[src/rtl/pwr_pkg.sv]
// Shared definitions for the power-estimation stimulus array: mode encodings,
// LFSR tap masks and per-channel seed values.
package pwr_pkg;

   typedef enum logic [1:0] {
      MODE_HOLD   = 2'd0,
      MODE_LFSR   = 2'd1,
      MODE_TOGGLE = 2'd2,
      MODE_SEED   = 2'd3
   } pwr_mode_e;

   // Feedback taps for the right-shifting Fibonacci LFSR; bit k set means w[k] feeds the XOR.
   function automatic logic [31:0] lfsr_taps(input int unsigned width);
      logic [31:0] m;
      m = '0;
      case (width)
         8:       m = 32'h0000_001D;
         16:      m = 32'h0000_002D;
         32:      m = 32'hC000_0401;
         default: m = '0;
      endcase
      return m;
   endfunction

   function automatic logic [31:0] seed(input int unsigned idx, input int unsigned width);
      logic [31:0] s;
      s = idx + 32'd1;
      if (width < 32) s = s & ((32'd1 << width) - 32'd1);
      if (s == '0) s = 32'd1;
      return s;
   endfunction

endpackage

[src/rtl/pwr_stim_ch.sv]
// One stimulus channel: activity word with hold/LFSR/toggle/reseed update,
// all-zero lock-up guard and a registered parity fold.
module pwr_stim_ch #(
   parameter int unsigned LFSR_W = 16,
   parameter int unsigned CH_IDX = 0
) (
   input  logic              clk100m,
   input  logic              rst,
   input  logic              tick,
   input  logic              en,
   input  logic [1:0]        mode,
   output logic [LFSR_W-1:0] word,
   output logic              dummy
);
   import pwr_pkg::*;

   localparam logic [LFSR_W-1:0] SEED = LFSR_W'(seed(CH_IDX, LFSR_W));
   localparam logic [LFSR_W-1:0] TAPS = LFSR_W'(lfsr_taps(LFSR_W));

   logic [LFSR_W-1:0] word_q;
   logic [LFSR_W-1:0] word_d;
   logic              fb;

   always_comb begin
      word_d = word_q;
      fb     = ^(word_q & TAPS);
      if (tick && en) begin
         case (mode)
            // An all-zero word would never leave zero, so restart from the seed instead.
            MODE_LFSR:   word_d = (word_q == '0) ? SEED : {fb, word_q[LFSR_W-1:1]};
            MODE_TOGGLE: word_d = ~word_q;
            MODE_SEED:   word_d = SEED;
            default:     word_d = word_q;
         endcase
      end
   end

   always_ff @(posedge clk100m or posedge rst) begin
      if (rst) begin
         word_q <= SEED;
         dummy  <= 1'b0;
      end else begin
         word_q <= word_d;
         dummy  <= (^word_q) & en;
      end
   end

   assign word = word_q;

endmodule

[src/rtl/pwr_stim_array.sv]
// Array of stimulus channels sharing one update-period divider, registered
// enables and activity mode; channel 0 is mirrored onto the LEDs.
module pwr_stim_array #(
   parameter int unsigned NUM_CH   = 32,
   parameter int unsigned LFSR_W   = 16,
   parameter int unsigned PERIOD_W = 32
) (
   input  logic                     clk100m,
   input  logic                     rst,
   input  logic [NUM_CH-1:0]        pwr_en_in,
   input  logic [PERIOD_W-1:0]      period,
   input  logic [1:0]               mode,
   output logic [NUM_CH*LFSR_W-1:0] stim_out,
   output logic [NUM_CH-1:0]        dummy_out,
   output logic                     tick_out,
   output logic [15:0]              leds
);
   import pwr_pkg::*;

   if (!(LFSR_W == 8 || LFSR_W == 16 || LFSR_W == 32)) begin : g_bad_lfsr_w
      $error("pwr_stim_array: LFSR_W must be 8, 16 or 32");
   end
   if (NUM_CH < 1 || NUM_CH > 64) begin : g_bad_num_ch
      $error("pwr_stim_array: NUM_CH must be in 1..64");
   end

   logic [NUM_CH-1:0]   en_q;
   logic [1:0]          mode_q;
   logic [PERIOD_W-1:0] period_q;
   logic [PERIOD_W-1:0] cnt_q;
   logic                tick;

   // >= rather than == so a period lowered below the running count still ticks next cycle.
   assign tick = (cnt_q >= period_q);

   always_ff @(posedge clk100m or posedge rst) begin
      if (rst) begin
         en_q     <= '0;
         mode_q   <= MODE_HOLD;
         period_q <= '0;
         cnt_q    <= '0;
         tick_out <= 1'b0;
         leds     <= '0;
      end else begin
         en_q     <= pwr_en_in;
         mode_q   <= mode;
         period_q <= period;
         cnt_q    <= tick ? '0 : cnt_q + PERIOD_W'(1);
         tick_out <= tick;
         leds     <= 16'(stim_out[LFSR_W-1:0]);
      end
   end

   for (genvar i = 0; i < NUM_CH; i++) begin : g_ch
      pwr_stim_ch #(
         .LFSR_W (LFSR_W),
         .CH_IDX (i)
      ) u_ch (
         .clk100m (clk100m),
         .rst     (rst),
         .tick    (tick),
         .en      (en_q[i]),
         .mode    (mode_q),
         .word    (stim_out[i*LFSR_W +: LFSR_W]),
         .dummy   (dummy_out[i])
      );
   end

endmodule
[config.mk]
export PLATFORM = sky130hd
export DESIGN_NAME = pwr_stim_array
export DESIGN_NICKNAME = d
export VERILOG_FILES = /design/src/rtl/pwr_pkg.sv /design/src/rtl/pwr_stim_ch.sv /design/src/rtl/pwr_stim_array.sv
export SDC_FILE = /design/constraint.sdc
export NUM_CORES = 2
export LEC_CHECK = 0
export CAP_MARGIN = 15
export CORE_MARGIN = 2
export CORE_UTILIZATION = 23
export DETAILED_ROUTE_END_ITERATION = 6
export PLACE_DENSITY = 0.42
export SYNTH_ARGS = -nofsm -noshare
export SYNTH_HDL_FRONTEND = slang
export SYNTH_SLANG_ARGS = --single-unit
[constraint.sdc]
create_clock -name clk100m -period 28.6 [get_ports clk100m]
set_input_delay 5.72 -clock clk100m [delete_from_list [all_inputs] [get_ports clk100m]]
set_output_delay 5.72 -clock clk100m [all_outputs]
set_load 0.02 [all_outputs]
**Yosys cells after proc, flatten, opt, wreduce, memory -nomap -nowiden**

Cells that the tools add are included.

- $add $sub $neg: 1
- Magnitude comparators: 1
- Equal/unequal tests: 3
- Mux-type cells: 65
- Bitwise gates (word level): 64
- Reduce and logical (&&, ||, !) cells: 161

Operator list:

| operator | count |
|---|---|
| 16-bit one-hot mux with 3 select lines | 32 |
| 16-bit parity | 64 |
| 16-bit zero test | 32 |
| 16-bit two-way mux | 32 |
| 16-bit NOT | 32 |
| 2-bit AND reduction | 32 |
| 32-bit by 1-bit adder with 32-bit output (second input constant) | 1 |
| 1-bit bitwise AND | 32 |
| 32-bit >= comparator | 1 |
| 1-bit logical AND | 32 |
| 32-bit two-way mux | 1 |
| 2-bit == test (second input constant) | 2 |
| 3-bit nonzero test | 1 |
| 2-bit by 1-bit == test with 1-bit output (second input constant) | 1 |

- Flip-flop bits (word level): 659
- Bits of input ports: 68

**Depth between registers and ports, before layout**

- Word-level depth: 3
- Depth in mapped cells: 11
- Depth with buffers taken out: 8

**Modules after synthesis**

A second synthesis with hierarchy kept.

- Cell total of the unflattened synthesis: 4349
- Area, all modules: 40098.5 sq um

By module, submodules not included:

| module | instances | cells each | area an instance (sq um) |
|---|---|---|---|
| pwr_stim_ch at g_ch[10].u_ch ... | 10 | 126 | 1127.3 |
| pwr_stim_ch at g_ch[11].u_ch ... | 9 | 127 | 1124.8 |
| pwr_stim_ch at g_ch[0].u_ch ... | 6 | 128 | 1124.8 |
| pwr_stim_ch at g_ch[14].u_ch ... | 5 | 115 | 1053.5 |
| pwr_stim_array | 1 | 361 | 4500.6 |
| pwr_stim_ch at g_ch[23].u_ch | 1 | 127 | 1121.1 |
| pwr_stim_ch at g_ch[30].u_ch | 1 | 115 | 1063.5 |

**Worst setup path after synthesis**

No wires, ideal clock.

- Path kind: register to output
- From: reg g_ch[16].u_ch.word_q[0]
- To: out stim_out[256]
- Arrival time: 593 ps
- Data required time: 22880 ps
- Slack: 22287 ps
- Stages on the path, launching flop included: 1
- Cell sequence: dfstp_2

RTL lines:

| what | RTL line | RTL |
|---|---|---|
| from (decl) | pwr_stim_ch.sv:20 | `logic [LFSR_W-1:0] word_q;` |
| from (signal assigned) | pwr_stim_ch.sv:43 | `word_q <= word_d;` |
| to (decl) | pwr_stim_array.sv:13 | `output logic [NUM_CH*LFSR_W-1:0] stim_out,` |

No word-level cell between the ends.

==> impl_metrics.json <==
{
  "tritoncts.num_buffers": 89,
  "total_global_routing_overflow": 0,
  "core_area_mm2": 0.1626,
  "final_util_pct": 30.23,
  "synthDistinctLibCells": 46,
  "synth_warnings": 0,
  "first_global_vias": 28075,
  "power.static_leakage_nw": 22.23,
  "globalRouteTotalUtil_pct": 14.65,
  "worst-slew-pin-transition_ns": 1.169,
  "drt_pass1_iterations": 5,
  "outcome": "completed",
  "finalNetCount": 4280,
  "vdd.ir_drop.worst_uv": 38.42,
  "fp.dieArea_mm2": 0.1667,
  "post-cts-setup-buffers": 0,
  "tritoncts_num_sinks": 659,
  "clock_latency_of_the_later_clocked_register_in_the_worst_skew_pair_ns": 0.70,
  "criticalPathCategory": "input port to asynchronous set/reset pin",
  "end_kind": "asynchronous set/reset pin",
  "layout.area.seq_mm2": 0.01660,
  "routed_wl_mm": 124.6,
  "wire_length_of_the_first_global_routing_pass_mm": 187.3,
  "dieWidth_um": 408.3,
  "layout.cells.most_common_list": "clkdlybuf4s50_1, dfrtp_1, inv_1",
  "max_freq_ghz": 0.1096,
  "clk_pin_slew_worst_paths_ns": 0.06,
  "mean_syn_cell_area_um2": 11.32,
  "top_level_ports": 629,
  "rows": 148,
  "initial_core_util_pct": 23.13,
  "fin_worst_skew_ns": 0.05754,
  "synth-edff-count": 0,
  "placement.setup.worst_slack_ns": 18.55,
  "final-hold-violation-count": 0,
  "cellPowerDensity_mw_per_mm2": 44.04,
  "tritoncts": "done",
  "critical_path.slowest_cell": "buf_4",
  "drt_first_iter_violations": 1222,
  "routed-via-count": 27070,
  "grt_max_degree": 178,
  "port_buffers": 628,
  "post_cts_hold_buffer_count": 0,
  "startpoint_type": "input port",
  "layout_worst_path_cycle_share_pct": 31.90,
  "worst_path_arrival_time_ns": 9.78,
  "ys_seq_elements": 659,
  "syn-instance-count": 3322,
  "cp.required_ns": 29.25,
  "post_synthesis_cell_area_mm2": 0.03760,
  "post_layout_nonfiller_instances": 6179,
  "most_common_flop_cell_mapped_by_yosys": "dfrtp_1",
  "final.setup.worst_slack_ns": 19.48,
  "ant_nets": 0,
  "fin_tns_setup_ns": 0,
  "critPathMostFrequentCell": "buf_4",
  "maxCapViolCount": 0,
  "route.detailed.vias_per_inst": 4.381,
  "timing.max_slew.rel_slack_pct": 21.80,
  "h-tree-depth": 3,
  "syn2layout_area_growth_pct": 30.70,
  "multiInputGateArea_mm2": 0.01793,
  "cell_chain_of_the_critical_path": "clkdlybuf4s50_1 > inv_8 > buf_4 > buf_4 > buf_4 > buf_4",
  "hold_path_class": "flop to flop",
  "final_cell_area_mm2": 0.04914,
  "gp_congestion": 0.7965,
  "setup_repair_after_global_routing_missed_its_margin": "no",
  "remaining_drc_errors": 0,
  "mostFrequentLayoutCell": "clkdlybuf4s50_1",
  "synthArstFlopShare_pct": 100.0,
  "timing.final.setup_violations": 0,
  "synth.net_count": 3679,
  "finalMaxSlewViolations": 0,
  "filler_cell_count": 17028,
  "ctsLongestPathBuffers": 3,
  "cts_root_buf": "clkbuf_16",
  "wire_per_inst_um": 20.17,
  "post_route_cells_drive_above_1_share_pct": 13.50,
  "grt_antenna_before_repair": 5,
  "ctsResizeCount": 0,
  "place_inst": 5998,
  "dieHeight_um": 408.3,
  "min_period_ns": 9.123,
  "critPathMaxStageDelay_ns": 0.80,
  "detailed_place_hpwl_mm": 89.82,
  "worst-path-max-fanout": 91,
  "detailed_place.area_mm2": 0.04602,
  "synth.yosys.seq_area_share_pct": 44.13
}
[kinds of logic (layout without fill, tap and decap cells)]
family,Yosys count,count (layout),synth area share [%]
AOI/OAI and AO/OA,584,584,12.06
xor gates and xnor gates,318,318,7.407
adders and majority gates,289,289,9.617
buffers and inverters,725,1403,8.246
DFF,659,659,44.13
muxes,512,512,15.28
other,0,4,0
and+or+nand+nor,235,235,3.258
[routing by layer]
metal	share of wire, %	wire (um)	GRT usage [%]	vias to the layer above
met2	47	59130	24.11	508
met4	2.0	2499	3.741	0
met3	6.6	8197	4.358	125
met5	0	0	0	-
met1	44	54790	18.66	13588
li1	-	-	-	12849
[sequential cells by signal, summed over array words and instances, names as in the netlist]
signal,flops
cnt_q,32
en_q,32
g_ch.u_ch.dummy,32
g_ch.u_ch.word,512
leds,16
mode_q,2
period_q,32
tick_out,1
[metrics by stage]
stage                     power (mW)  hold WS [ns]
after floorplan                1.009        0.4575
after global placement         1.041        0.4333
after detailed placement       1.041        0.4339
after CTS                      2.215        0.4399
after global routing           2.256        0.4448
final                          2.164        0.4381
[power breakdown]
| group | leakage (nW) | switching (mW) | total [mW] | internal [mW] |
|---|---|---|---|---|
| combinational | 12.0 | 0.0508 | 0.0796 | 0.0288 |
| sequential | 8.74 | 0.00338 | 0.942 | 0.938 |
| clock | 1.47 | 0.466 | 1.14 | 0.677 |
| total | 22.2 | 0.520 | 2.16 | 1.64 |
[Yosys cell counts, drive strengths merged (12+ instances only)]
master / count / share of area, %
a21oi: 12 / 0.16
a22oi: 250 / 5.0
and2: 33 / 0.55
buf: 76 / 1.8
clkbuf: 101 / 1.0
dfrtp: 578 / 38
dfstp: 81 / 5.7
ha: 289 / 9.6
inv: 548 / 5.5
mux2: 218 / 7.5
mux2i: 294 / 7.8
nand2: 21 / 0.21
nand3: 14 / 0.19
nand4: 74 / 1.2
nor2: 73 / 0.73
o21bai: 16 / 0.32
o221ai: 33 / 1.9
o22ai: 253 / 4.2
xnor2: 259 / 6.0
xor2: 59 / 1.4
[path summary, 6_finish.rpt]
check / start / to / slack (ns) / cells after the start
worst max-delay path: rst / g_ch[18].u_ch.word[9]$_DFFE_PP0P_ / 19.48 / 6
worst min-delay path: g_ch[0].u_ch.word[0]$_DFFE_PP1P_ / leds[0]$_DFF_PP0_ / 0.44 / 0
worst max register to register: mode_q[1]$_DFF_PP0_ / g_ch[24].u_ch.word[5]$_DFFE_PP0P_ / 24.20 / 6
worst min register to register: g_ch[0].u_ch.word[0]$_DFFE_PP1P_ / leds[0]$_DFF_PP0_ / 0.44 / 0
max in group clk100m: g_ch[0].u_ch.word[7]$_DFFE_PP0P_ / stim_out[7] / 20.83 / 1
min in group asynchronous: rst / g_ch[3].u_ch.word[8]$_DFFE_PP0P_ / 5.56 / 2
[cell type report]
class	count	area share (%)
multi-input combinational	1938	36.49
sequential	659	33.78
timing repair buffer	687	13.84
tap	2175	5.537
clock buffer	141	5.397
inverter	548	4.201
clock inverter	27	0.7332
antenna	4	0.02037
[critical path: cells and delay by family]
family / cells / cell delay, ns
buffers and inverters: 6 / 3.82
(Power assumes the default switching activity.)
